File: src/rtl/multi_timer.sv
// Multi-channel compare timer behind a simple req/we register bus.
// A shared prescaler generates ticks that advance each enabled channel's counter toward its compare value.
module multi_timer #(
  parameter int DataWidth    = 32,
  parameter int AddressWidth = 32,
  parameter int NumChannels  = 2,
  parameter int PrescWidth   = 8
) (
  input  logic                    clk_i,
  input  logic                    rst_ni,
  input  logic                    req_i,
  input  logic                    we_i,
  input  logic [AddressWidth-1:0] addr_i,
  input  logic [DataWidth-1:0]    data_i,
  output logic [DataWidth-1:0]    data_o,
  output logic                    rvalid_o,
  output logic [NumChannels-1:0]  irq_o,
  output logic                    halt_o
);
  localparam int WordWidth = AddressWidth - 2;

  typedef struct packed {
    logic irq_en;
    logic periodic;
    logic enable;
  } ctrl_t;

  logic [WordWidth-1:0]   word;
  logic                   wr, rd;
  logic                   sel_presc, sel_status;
  logic [NumChannels-1:0] sel_ctrl, sel_cmp, sel_cnt;

  logic [PrescWidth-1:0]  presc_q, presc_cnt_q, presc_cnt_d;
  logic                   tick;
  ctrl_t                  ctrl_q [NumChannels];
  ctrl_t                  ctrl_d [NumChannels];
  logic [DataWidth-1:0]   cmp_q  [NumChannels];
  logic [DataWidth-1:0]   cmp_d  [NumChannels];
  logic [DataWidth-1:0]   cnt_q  [NumChannels];
  logic [DataWidth-1:0]   cnt_d  [NumChannels];
  logic [NumChannels-1:0] pend_q, pend_d, pend_set, pend_clr;
  logic [DataWidth-1:0]   rdata;
  logic                   unused_bits;

  assign word        = addr_i[AddressWidth-1:2];
  assign wr          = req_i & we_i;
  assign rd          = req_i & ~we_i;
  assign sel_presc   = (word == '0);
  assign sel_status  = (word == WordWidth'(1));
  assign unused_bits = ^{addr_i[1:0], data_i};

  // Channel n occupies word indices 4+4n .. 7+4n; the last slot is reserved.
  always_comb begin
    // NOTE: every signal assigned in a combinational block gets a default first so no path can infer a latch.
    sel_ctrl = '0;
    sel_cmp  = '0;
    sel_cnt  = '0;
    for (int n = 0; n < NumChannels; n++) begin
      sel_ctrl[n] = (word == WordWidth'(4 + 4 * n));
      sel_cmp[n]  = (word == WordWidth'(5 + 4 * n));
      sel_cnt[n]  = (word == WordWidth'(6 + 4 * n));
    end
  end

  // A PRESC write restarts the prescaler and suppresses that cycle's tick.
  assign tick        = (presc_cnt_q == presc_q) && !(wr && sel_presc);
  assign presc_cnt_d = ((wr && sel_presc) || tick) ? '0 : presc_cnt_q + PrescWidth'(1);
  assign pend_clr    = (wr && sel_status) ? data_i[NumChannels-1:0] : '0;
  assign pend_d      = (pend_q & ~pend_clr) | pend_set;

  always_comb begin
    pend_set = '0;
    for (int n = 0; n < NumChannels; n++) begin
      ctrl_d[n] = ctrl_q[n];
      cmp_d[n]  = cmp_q[n];
      cnt_d[n]  = cnt_q[n];
      // A bus write to CTRL or CNT wins over the tick for this channel.
      if (tick && ctrl_q[n].enable && !(wr && (sel_ctrl[n] || sel_cnt[n]))) begin
        if (cnt_q[n] == cmp_q[n]) begin
          pend_set[n] = 1'b1;
          if (ctrl_q[n].periodic) cnt_d[n] = '0;
          else                    ctrl_d[n].enable = 1'b0;
        end else begin
          cnt_d[n] = cnt_q[n] + DataWidth'(1);
        end
      end
      if (wr && sel_ctrl[n]) ctrl_d[n] = ctrl_t'(data_i[2:0]);
      if (wr && sel_cmp[n])  cmp_d[n]  = data_i;
      if (wr && sel_cnt[n])  cnt_d[n]  = data_i;
    end
  end

  always_comb begin
    rdata = '0;
    if (sel_presc)  rdata = DataWidth'(presc_q);
    if (sel_status) rdata = DataWidth'(pend_q);
    for (int n = 0; n < NumChannels; n++) begin
      if (sel_ctrl[n]) rdata = DataWidth'(ctrl_q[n]);
      if (sel_cmp[n])  rdata = cmp_q[n];
      if (sel_cnt[n])  rdata = cnt_q[n];
    end
  end

  always_ff @(posedge clk_i or negedge rst_ni) begin
    if (!rst_ni) begin
      presc_q     <= '0;
      presc_cnt_q <= '0;
      pend_q      <= '0;
      data_o      <= '0;
      rvalid_o    <= 1'b0;
      // NOTE: the per-channel arrays are a handful of flops, not RAM, so they are reset like any other state.
      for (int n = 0; n < NumChannels; n++) begin
        ctrl_q[n] <= '0;
        cmp_q[n]  <= '0;
        cnt_q[n]  <= '0;
      end
    end else begin
      // NOTE: non-blocking assignments here so every flop samples pre-edge values regardless of statement order.
      presc_cnt_q <= presc_cnt_d;
      pend_q      <= pend_d;
      rvalid_o    <= req_i;
      if (wr && sel_presc) presc_q <= data_i[PrescWidth-1:0];
      if (rd)              data_o  <= rdata;
      for (int n = 0; n < NumChannels; n++) begin
        ctrl_q[n] <= ctrl_d[n];
        cmp_q[n]  <= cmp_d[n];
        cnt_q[n]  <= cnt_d[n];
      end
    end
  end

  always_comb begin
    irq_o = '0;
    for (int n = 0; n < NumChannels; n++) irq_o[n] = pend_q[n] & ctrl_q[n].irq_en;
  end

  assign halt_o = |irq_o;

endmodule

File: config.mk
export PLATFORM = sky130hd
export DESIGN_NAME = multi_timer
export DESIGN_NICKNAME = d
export VERILOG_FILES = /design/src/rtl/multi_timer.sv
export SDC_FILE = /design/constraint.sdc
export NUM_CORES = 1
export LEC_CHECK = 0
export ABC_CLOCK_PERIOD_IN_PS = 2700
export BUFFER_PORTS_ARGS = -buffer_cell sky130_fd_sc_hd__buf_2
export CAP_MARGIN = 0
export CORE_MARGIN = 3
export CORE_UTILIZATION = 60
export DETAILED_ROUTE_END_ITERATION = 12
export PLACE_DENSITY = 0.77
export SLEW_MARGIN = 10
export SYNTH_ARGS = -nofsm -noshare
export SYNTH_HDL_FRONTEND = slang
export SYNTH_SLANG_ARGS = --single-unit
File: constraint.sdc
create_clock -name clk_i -period 2.7 [get_ports clk_i]
set_input_delay 0.135 -clock clk_i [delete_from_list [all_inputs] [get_ports clk_i]]
set_output_delay 0.135 -clock clk_i [all_outputs]
set_load 0.03 [all_outputs]
---- Word level (Yosys, flattened, before mapping) ----
Cells that the tools add are included.
word-level totals
  register bits after elaboration ......... 185
  bits of input ports ..................... 68
  output and inout bits ................... 36
operators by class
  muxes and demuxes ....................... 30
  reductions and logical operators ........ 33
  equality and inequality tests ........... 14
  bitwise logic cells ..................... 8
  add/subtract/negate cells ............... 3
operator list
  kind                     count
  $mux W32                 15
  $eq A30 B3 Y1 const B    3
  $eq A30 B4 Y1 const B    3
  $add A32 B1 Y32 const B  2
  $eq A32 B32 Y1           2
  $eq A30 B1 Y1 const B    1
  $logic_not A30 Y1        1
  $mux W8                  2
  $logic_and A1 B1 Y1      15
  $mux W1                  12
  $reduce_bool A2 Y1       6
  $add A8 B1 Y8 const B    1
  $eq A8 B8 Y1             1
  $ne A3 B2 Y1 const B     2
  $reduce_and A3 Y1        2
  $and A1 B1 Y1            4
  $ne A2 B1 Y1 const B     2
  $reduce_and A2 Y1        2
  $logic_not A1 Y1         3
  $logic_or A1 B1 Y1       3
  $and A2 B2 Y2            1
  $mux W2                  1
  $not A2 Y2               1
  $or A2 B2 Y2             1
  2 further kinds          2

---- Depth between registers and ports, before layout ----
Gate-level depths: netlist of the first run.
  depth after elaboration ................. 9
  mapped depth ............................ 10
  depth with buffers taken out ............ 8

---- Worst setup path before layout of the first run ----
OpenSTA, ideal clock, no wires.
  path type ............................... flip-flop to flip-flop
  start ................................... register cnt_q[55] (netlist name)
  end ..................................... register cnt_q[53] (netlist name)
  cell stages (with the launch flop) ...... 11
  arrival time ............................ 2.136 ns
  path slack .............................. 0.438 ns
  buffers on the path ..................... 3
  cell sequence ........................... dfrtp_1 clkbuf_1 xor2_1 nor4_1 nand4_1 or2_2 buf_2 or2b_2 buf_6 nor2_1 a221o_1
between the ends
  word-level cells in the longest chain between the ends .. 4
  elaborated cells between the ends (all ways) .. 6
  those cells by class .................... 2 x eq/ne; 3 x mux; 1 x reduce/logical
ends and longest elaborated chain
  item                              RTL line  text
  start: declaration                39        logic [DataWidth-1:0] cnt_q [NumChannels];
  start signal: indexed assignment  127       cnt_q[n] <= cnt_d[n];
  $eq A32 B32 Y1 *                  79        if (cnt_q[n] == cmp_q[n]) begin
  $mux W32                          79
  $mux W32                          78        if (tick && ctrl_q[n].enable && !(wr && (sel_ctrl[n] || sel_cnt[n]))) begin
  $mux W32                          89        if (wr && sel_cnt[n]) cnt_d[n] = data_i;
Mark *: on every way between the ends. The rest lies on a longest branch, timed or not. The select of a mux whose other input is x is not followed.
A chain may end at the register's enable or synchronous reset.

---- Final worst setup path of the first run ----
  start ................................... register cnt_q[1] (netlist name)
  end ..................................... register cnt_q[26] (netlist name)
between the ends
  word-level cells in the longest chain between the ends .. 4
  elaborated cells between the ends (all ways) .. 7
  those cells by class .................... 1 x add/sub; 2 x eq/ne; 3 x mux; 1 x reduce/logical
ends and longest elaborated chain
  item                                                      RTL line
  $add A32 B1 Y32 / $eq A32 B32 Y1 (equally long branches)  84, 79
  $mux W32                                                  79
  $mux W32                                                  78
  $mux W32                                                  89
Several ways; a longest one is shown, not always the timed one. The select of a mux whose other input is x is not followed.

==> results of run 1 <==
path summary, 6_finish.rpt:
kind | from | to | slack, ns | depth (start not counted)
worst min-delay path | data_i[22] | cnt_q[54] | 0.04 | 3
worst min register to register | data_o[31] | data_o[31] | 0.47 | 1
worst max register to register | cnt_q[1] | cnt_q[26] | 0.11 | 8
worst max-delay path | cnt_q[1] | cnt_q[26] | 0.11 | 8
max in group asynchronous | rst_ni | cnt_q[57] | 1.59 | 3
min in group asynchronous | rst_ni | cnt_q[3] | 0.24 | 2
routing by layer:
layer,wire length [µm],global-route usage
met4,1120,0.114
met3,4270,0.0939
met5,12,0
met1,13900,0.509
met2,14800,0.490
cell type report:
class                           instances  share of cell area
Multi-Input combinational cell        830               0.452
Sequential cell                       185               0.365
Tap cell                              225              0.0222
Timing Repair Buffer                  199               0.106
Clock inverter                         14              0.0125
Clock buffer                           18              0.0346
Inverter                               24             0.00711
report_power, final:
group	total [W]	leakage [nW]	internal, W	switching [W]
clock network	0.00258	0.282	0.00141	0.00117
logic	0.000228	3.46	0.0000584	0.000170
registers	0.00277	2.49	0.00277	0.000000301
cell usage after synthesis, types with 3 or more instances:
cell / number
a211o_1: 6
a211oi_1: 27
a21o_1: 27
a21oi_1: 34
a221o_1: 7
a221oi_1: 6
a222oi_1: 24
a22oi_1: 17
a31oi_1: 5
a32oi_1: 12
and2_1: 12
and3_1: 16
and4_1: 3
buf_1: 5
buf_2: 19
buf_4: 5
buf_6: 7
clkbuf_1: 44
dfrtp_1: 185
ha_1: 3
inv_1: 24
mux2_2: 77
mux2i_1: 6
nand2_1: 94
nand2b_1: 4
nand3_1: 49
nand4_1: 24
nor2_1: 81
nor2b_1: 3
nor3_1: 28
nor3_2: 5
nor4_1: 35
nor4_2: 3
o211ai_1: 15
o21a_1: 4
o21ai_0: 44
o21ai_1: 14
o22ai_1: 4
o311ai_0: 4
o31ai_1: 4
or2_2: 7
or3_1: 7
or4_4: 3
xnor2_1: 9
xor2_1: 69
what timing repair did:
item / CTS / global route
setup endpoints to repair: 0 / 4
hold buffers: 3 / 0
hold endpoints to repair: 67 / 0
resized for setup: 0 / 1
cells by family (layout without fill, tap and decap cells):
group | Yosys count | after routing | share of synthesized area
mux | 83 | 83 | 0.0856
xor+xnor | 78 | 78 | 0.0631
simple gates | 395 | 395 | 0.193
fa+ha+maj | 3 | 3 | 0.00347
compound gates | 271 | 271 | 0.182
buf+inv | 105 | 255 | 0.0453
flops | 185 | 185 | 0.428
through the flow:
stage / hold WS, ns / setup WS [ns] / std cells
floorplan: -0.161 / 0.438 / 1120
global placement: 0.177 / 0.231 / 1460
detailed placement: 0.180 / 0.170 / 1460
CTS: 0.0125 / 0.149 / 1495
global route: 0.0286 / 0.0234 / 1495
finish: 0.0361 / 0.110 / 1495
worst register-to-register path, delay by kind of cell (launching register included):
kind	cells	cell delay (ns)
DFF	1	0.48
adders and majority gates	1	0.25
and+or+nand+nor	5	1.55
AOI/OAI and AO/OA	2	0.18
sequential cells by signal, indices dropped and copies added (netlist names):
signal,cells
pend_q,2
cmp_q,64
presc_q,8
data_o,32
rvalid_o,1
presc_cnt_q,8
ctrl_q,6
cnt_q,64
cell usage in the layout, fill, tap and decap left out, types with 14 or more instances in the layout:
master,Yosys,layout
buf_2,19,100
nor2_1,81,81
a22oi_1,17,17
dfrtp_1,185,185
o211ai_1,15,15
nand3_1,49,49
o21ai_1,14,14
clkbuf_16,0,17
o21ai_0,44,44
buf_4,5,88
inv_1,24,24
a211oi_1,27,27
nor4_1,35,35
mux2_2,77,77
nand4_1,24,24
a222oi_1,24,24
a21oi_1,34,33
a21o_1,27,27
nor3_1,28,27
nand2_1,94,94
and3_1,16,16
xor2_1,69,69
==> flow_summary_export.csv, run 1 <==
group,metric,value,unit
outcome,status,"finished clean",
cts,post_cts_buffers,0,
cells_and_area,utilization,0.725,
cts,cts_tree,"yes",
floorplanning,rows,48,
floorplanning,dieArea,19700,µm²
sta,slew_headroom,0.332,
cts,clkSlewWorstSetupHoldPaths,0.08,ns
sta,max_freq,0.386,GHz
yosys,synthTopCellsByArea,"dfrtp_1 43%, mux2_2 8.0%, xor2_1 5.6%",
cells_and_area,area_growth,17.1,%
power,power,0.00558,W
cts,clock_tree.buffer_depth,2,
sta,worstMarginPinSlew,0.998,ns
power,p_leak,6.24,nW
power,vdd_drop_max,687,µV
yosys,synth_cells,1120,
placed_design,gp_congestion,1.01,
cells_and_area,regArea,4630,µm²
yosys,ys_seq_elements,185,
cells_and_area,n_antenna_cell,0,
placed_design,detailed_place_hpwl,25.6,mm
global_routing,grt_first_pass_wirelength,52.9,mm
power,powerDensity,440,nW/µm²
floorplanning,initial_core_util,0.619,
sta,final_max_slew_viol_count,0,
cells_and_area,fill_cells,1274,
setup_path,cpMaxStageDelayCell,"dfrtp_1",
yosys,synth_flop_cell,"dfrtp_1",
global_routing,grt_usage,0.344,
cts,cts_made_buffers,17,
placed_design,dpl_cell_area,12000,µm²
yosys,synthArstFlopShare,1.00,
global_routing,grt_pass1_vias,9310,
sta,rsz0062_at_grt,"false",
yosys,ys_types,71,
cells_and_area,design_area,12700,µm²
cts,clock_latency,0.44,ns
setup_path,endpoint_kind,"register",
cts,numClockSinks,185,
setup_path,start_kind,"register",
drt,drtIter0Drc,1375,
setup_path,crit_chain,"ha_1 > nand3_1 > nor4_2 > nand4_1 > nor2_1 > and4_1 > o21ba_2 > o21ai_1",
yosys,synth_area,10800,µm²
floorplanning,core-area,17500,µm²
sta,min_period,2.59,ns
drt,firstDrtPassIters,8,
cells_and_area,finalNetCount,1328,
drt,vias_per_cell,6.69,
yosys,avgSynthCellArea,9.67,µm²
cts,clockRootBuffer,"clkbuf_16",
yosys,ys_warn_count,0,
setup_path,cpPeakStageDelay,0.48,ns
setup_path,worstSetupPathType,"reg -> reg",
setup_path,critPathRequiredTime,3.01,ns
yosys,ys_seq_area_frac,0.428,
setup_path,cp_max_fo,7,
yosys,yosysTopAreaCellShare,0.428,
sta,finalSetupViolations,0,
drt,postRouteWirelength,34.1,mm
setup_path,crit_arrival,2.90,ns
cells_and_area,drive_above_1_share,0.269,
yosys,synth_top_area_cell,"dfrtp_1",
setup_path,path_buf_inv,0,
floorplanning,dieWidth,140,µm
placed_design,portBuffers,101,
sta,hold_viol,0,
drt,vias,10009,
sta,period_share,0.959,
setup_path,cp_top_family,"simple AND/OR/NAND/NOR gates",
drt,route.detailed.drc,0,
global_routing,antenna_found_initial,1,
drt,ant_nets,0,
hold_path,hold_class,"in -> reg",
drt,drt-wirelength-per-cell,22.8,µm
cts,htree_levels,4,
yosys,synthesis.nets,1191,
cells_and_area,multi_input_area,5730,µm²
sta,finalSetupTns,0,ns
sta,skew,0.0118,ns
yosys,synth_edf_count,0,
floorplanning,chipHeight,140,µm
global_routing,grt_max_degree,69,
global_routing,grt-ovfl-total,0,
floorplanning,pin_count,104,
flow_run,cap_viol_max_count,0,
(Power assumes the default switching activity.)
==> run 2: changes to the inputs <==
--- a/config.mk
+++ b/config.mk
@@ -6,11 +6,11 @@
 export NUM_CORES = 1
 export LEC_CHECK = 0
 export ABC_CLOCK_PERIOD_IN_PS = 2700
-export BUFFER_PORTS_ARGS = -buffer_cell sky130_fd_sc_hd__buf_2
 export CAP_MARGIN = 0
 export CORE_MARGIN = 3
-export CORE_UTILIZATION = 60
+export CORE_UTILIZATION = 65
 export DETAILED_ROUTE_END_ITERATION = 12
+export DONT_BUFFER_PORTS = 1
 export PLACE_DENSITY = 0.77
 export SLEW_MARGIN = 10
 export SYNTH_ARGS = -nofsm -noshare
==> run 2 against run 1 <==
Net effect:
- core utilization increased by 3.8 points
- fmax rose by 1.9%
- first-iteration DRC count increased by 13%
- combinational power fell by 39%
- the run now ends with negative hold slack left
- worst hold slack worse by 0.66 ns
- die area decreased by 7.4%
- register-to-register slack improved by 0.05 ns
- via count down 2.0%
- clock power grew 9.7%
==> flow_summary_export.csv, run 2 (synthesized netlist as in run 1, its figures left out) <==
group,metric,value,unit
outcome,status,"complete, but fails checks",
outcome,violations,"negative hold slack",
placed_design,dpl_cell_area,11300,µm²
cts,cts_tree,"yes",
floorplanning,pin_count,104,
cts,post_cts_buffers,0,
cells_and_area,design_area,12300,µm²
global_routing,grt_usage,0.391,
sta,hold_viol,185,
drt,vias_per_cell,7.06,
sta,finalSetupTns,0,ns
power,p_leak,5.82,nW
cells_and_area,final_common_cell,"dfrtp_1",
global_routing,grt_first_pass_wirelength,54.2,mm
sta,slew_headroom,0.346,
setup_path,rr_startpoint,"presc_q[1]",
placed_design,detailed_place_hpwl,24.5,mm
setup_path,crit_start,"presc_q[1]",
drt,route.detailed.drc,0,
cts,clock_latency,0.45,ns
cells_and_area,area_growth,13.7,%
drt,drt-wirelength-per-cell,24.9,µm
cts,clock_tree.buffer_depth,2,
cells_and_area,top_regs,"cmp_q: 64 flops, cnt_q: 64 flops, data_o: 32 flops",
drt,ant_nets,0,
setup_path,crit_arrival,2.92,ns
placed_design,dp.cells,1321,
cells_and_area,finalNetCount,1228,
drt,postRouteWirelength,34.6,mm
drt,vias,9806,
cts,cts_hold_buf,33,
setup_path,start_kind,"register",
drt,drtIter0Drc,1549,
floorplanning,chipHeight,135,µm
cts,clockRootBuffer,"clkbuf_16",
drt,firstDrtPassIters,7,
placed_design,portBuffers,0,
setup_path,endpoint_kind,"register",
sta,rsz0062_at_grt,"false",
sta,period_share,0.941,
placed_design,gp_congestion,0.985,
power,powerDensity,466,nW/µm²
sta,skew,0.0123,ns
floorplanning,dieArea,18200,µm²
sta,holdWs,-0.621,ns
cells_and_area,drive_above_1_share,0.179,
global_routing,grt-ovfl-total,0,
setup_path,critPathRequiredTime,3.07,ns
sta,final_max_slew_viol_count,0,
sta,min_period,2.54,ns
power,power,0.00574,W
floorplanning,dieWidth,135,µm
cts,numClockSinks,185,
floorplanning,core-area,16100,µm²
cts,htree_levels,4,
cells_and_area,layout_common_cells,"185 x dfrtp_1, 94 x nand2_1, 80 x nor2_1, 77 x mux2_2, 69 x xor2_1",
sta,max_freq,0.394,GHz
power,vdd_drop_max,470,µV
global_routing,antenna_found_initial,4,
floorplanning,rows,46,
cts,cts_made_buffers,17,
setup_path,cp_max_fo,7,
flow_run,cap_viol_max_count,0,
hold_path,hold_class,"in -> async",
global_routing,grt_max_degree,186,
sta,worstMarginPinSlew,0.977,ns
setup_path,worstSetupPathType,"reg -> reg",
sta,finalSetupViolations,0,
cts,clkSlewWorstSetupHoldPaths,0.07,ns
floorplanning,initial_core_util,0.672,
global_routing,grt_pass1_vias,9199,
cells_and_area,instances_no_fill,1389,
==> run 2: cell types whose count changed in the layout (fill, tap and decap cells not counted), sizes merged <==
cell	change
clkbuf	+1
dlygate4sd3	+30
clkinv	+1
diode	+3
inv	-3
buf	-129
clkinvlp	-3
bufinv	+3
==> run 2: timing repair <==
action / 4_1_cts / 5_1_grt
hold endpoints to repair: 330 / 185
gates resized for setup: 0 / 1
setup endpoints to repair: 0 / 2
==> run 2: per-stage QoR <==
stage	worst slack, ns	hold slack [ns]	utilization
floorplan	0.438	-0.161	-
global placement	0.254	-0.156	0.701
detailed placement	0.194	-0.155	0.701
CTS	0.154	-0.626	0.763
global route	0.00639	-0.644	0.763
finish	0.159	-0.621	0.764
==> run 2: cell type report <==
| class | count | area (µm²) |
|---|---|---|
| Tap cell | 216 | 270 |
| Clock inverter | 12 | 210 |
| Clock buffer | 20 | 457 |
| Inverter | 24 | 90.1 |
| Multi-Input combinational cell | 830 | 5730 |
| Timing Repair Buffer | 99 | 913 |
| Sequential cell | 185 | 4630 |
| Antenna cell | 3 | 7.51 |
| Fill cell | 1097 | 3810 |
==> run 2: where the power goes <==
group	internal (W)	leakage, nW	total, W	switching (W)
Combinational	0.0000469	3.01	0.000138	0.0000907
Clock	0.00171	0.322	0.00283	0.00112
Sequential	0.00277	2.49	0.00277	0.00000203
==> run 2: path summary, 6_finish.rpt <==
| path | endpoint | slack [ns] | cells after the start |
|---|---|---|---|
| worst max-delay path | cnt_q[22] | 0.16 | 7 |
| worst min-delay path | cnt_q[0] | -0.62 | 0 |
| worst max register to register | cnt_q[22] | 0.16 | 7 |
| worst min register to register | pend_q[0] | 0.53 | 2 |
| max in group asynchronous | cnt_q[51] | 3.03 | 0 |
| min in group clk_i | data_o[6] | 0.04 | 3 |
==> run 2: worst max-delay path, cell delays in order, from the launching register on <==
cell and delay (ns):
dfrtp_1 0.44, xnor2_1 0.20, nand4_1 0.18, nor2_4 0.24, o311ai_4 0.21, or3_1 0.53
or4_1 0.56, nand3_1 0.10
==> run 2: layer usage <==
layer | vias to the layer above | track usage | wire length [µm]
met2 | 664 | 0.552 | 15000
met1 | 4791 | 0.571 | 14000
met3 | 87 | 0.129 | 4380
met4 | 6 | 0.137 | 1090
li1 | 4258 | - | -
met5 | - | 0 | 41
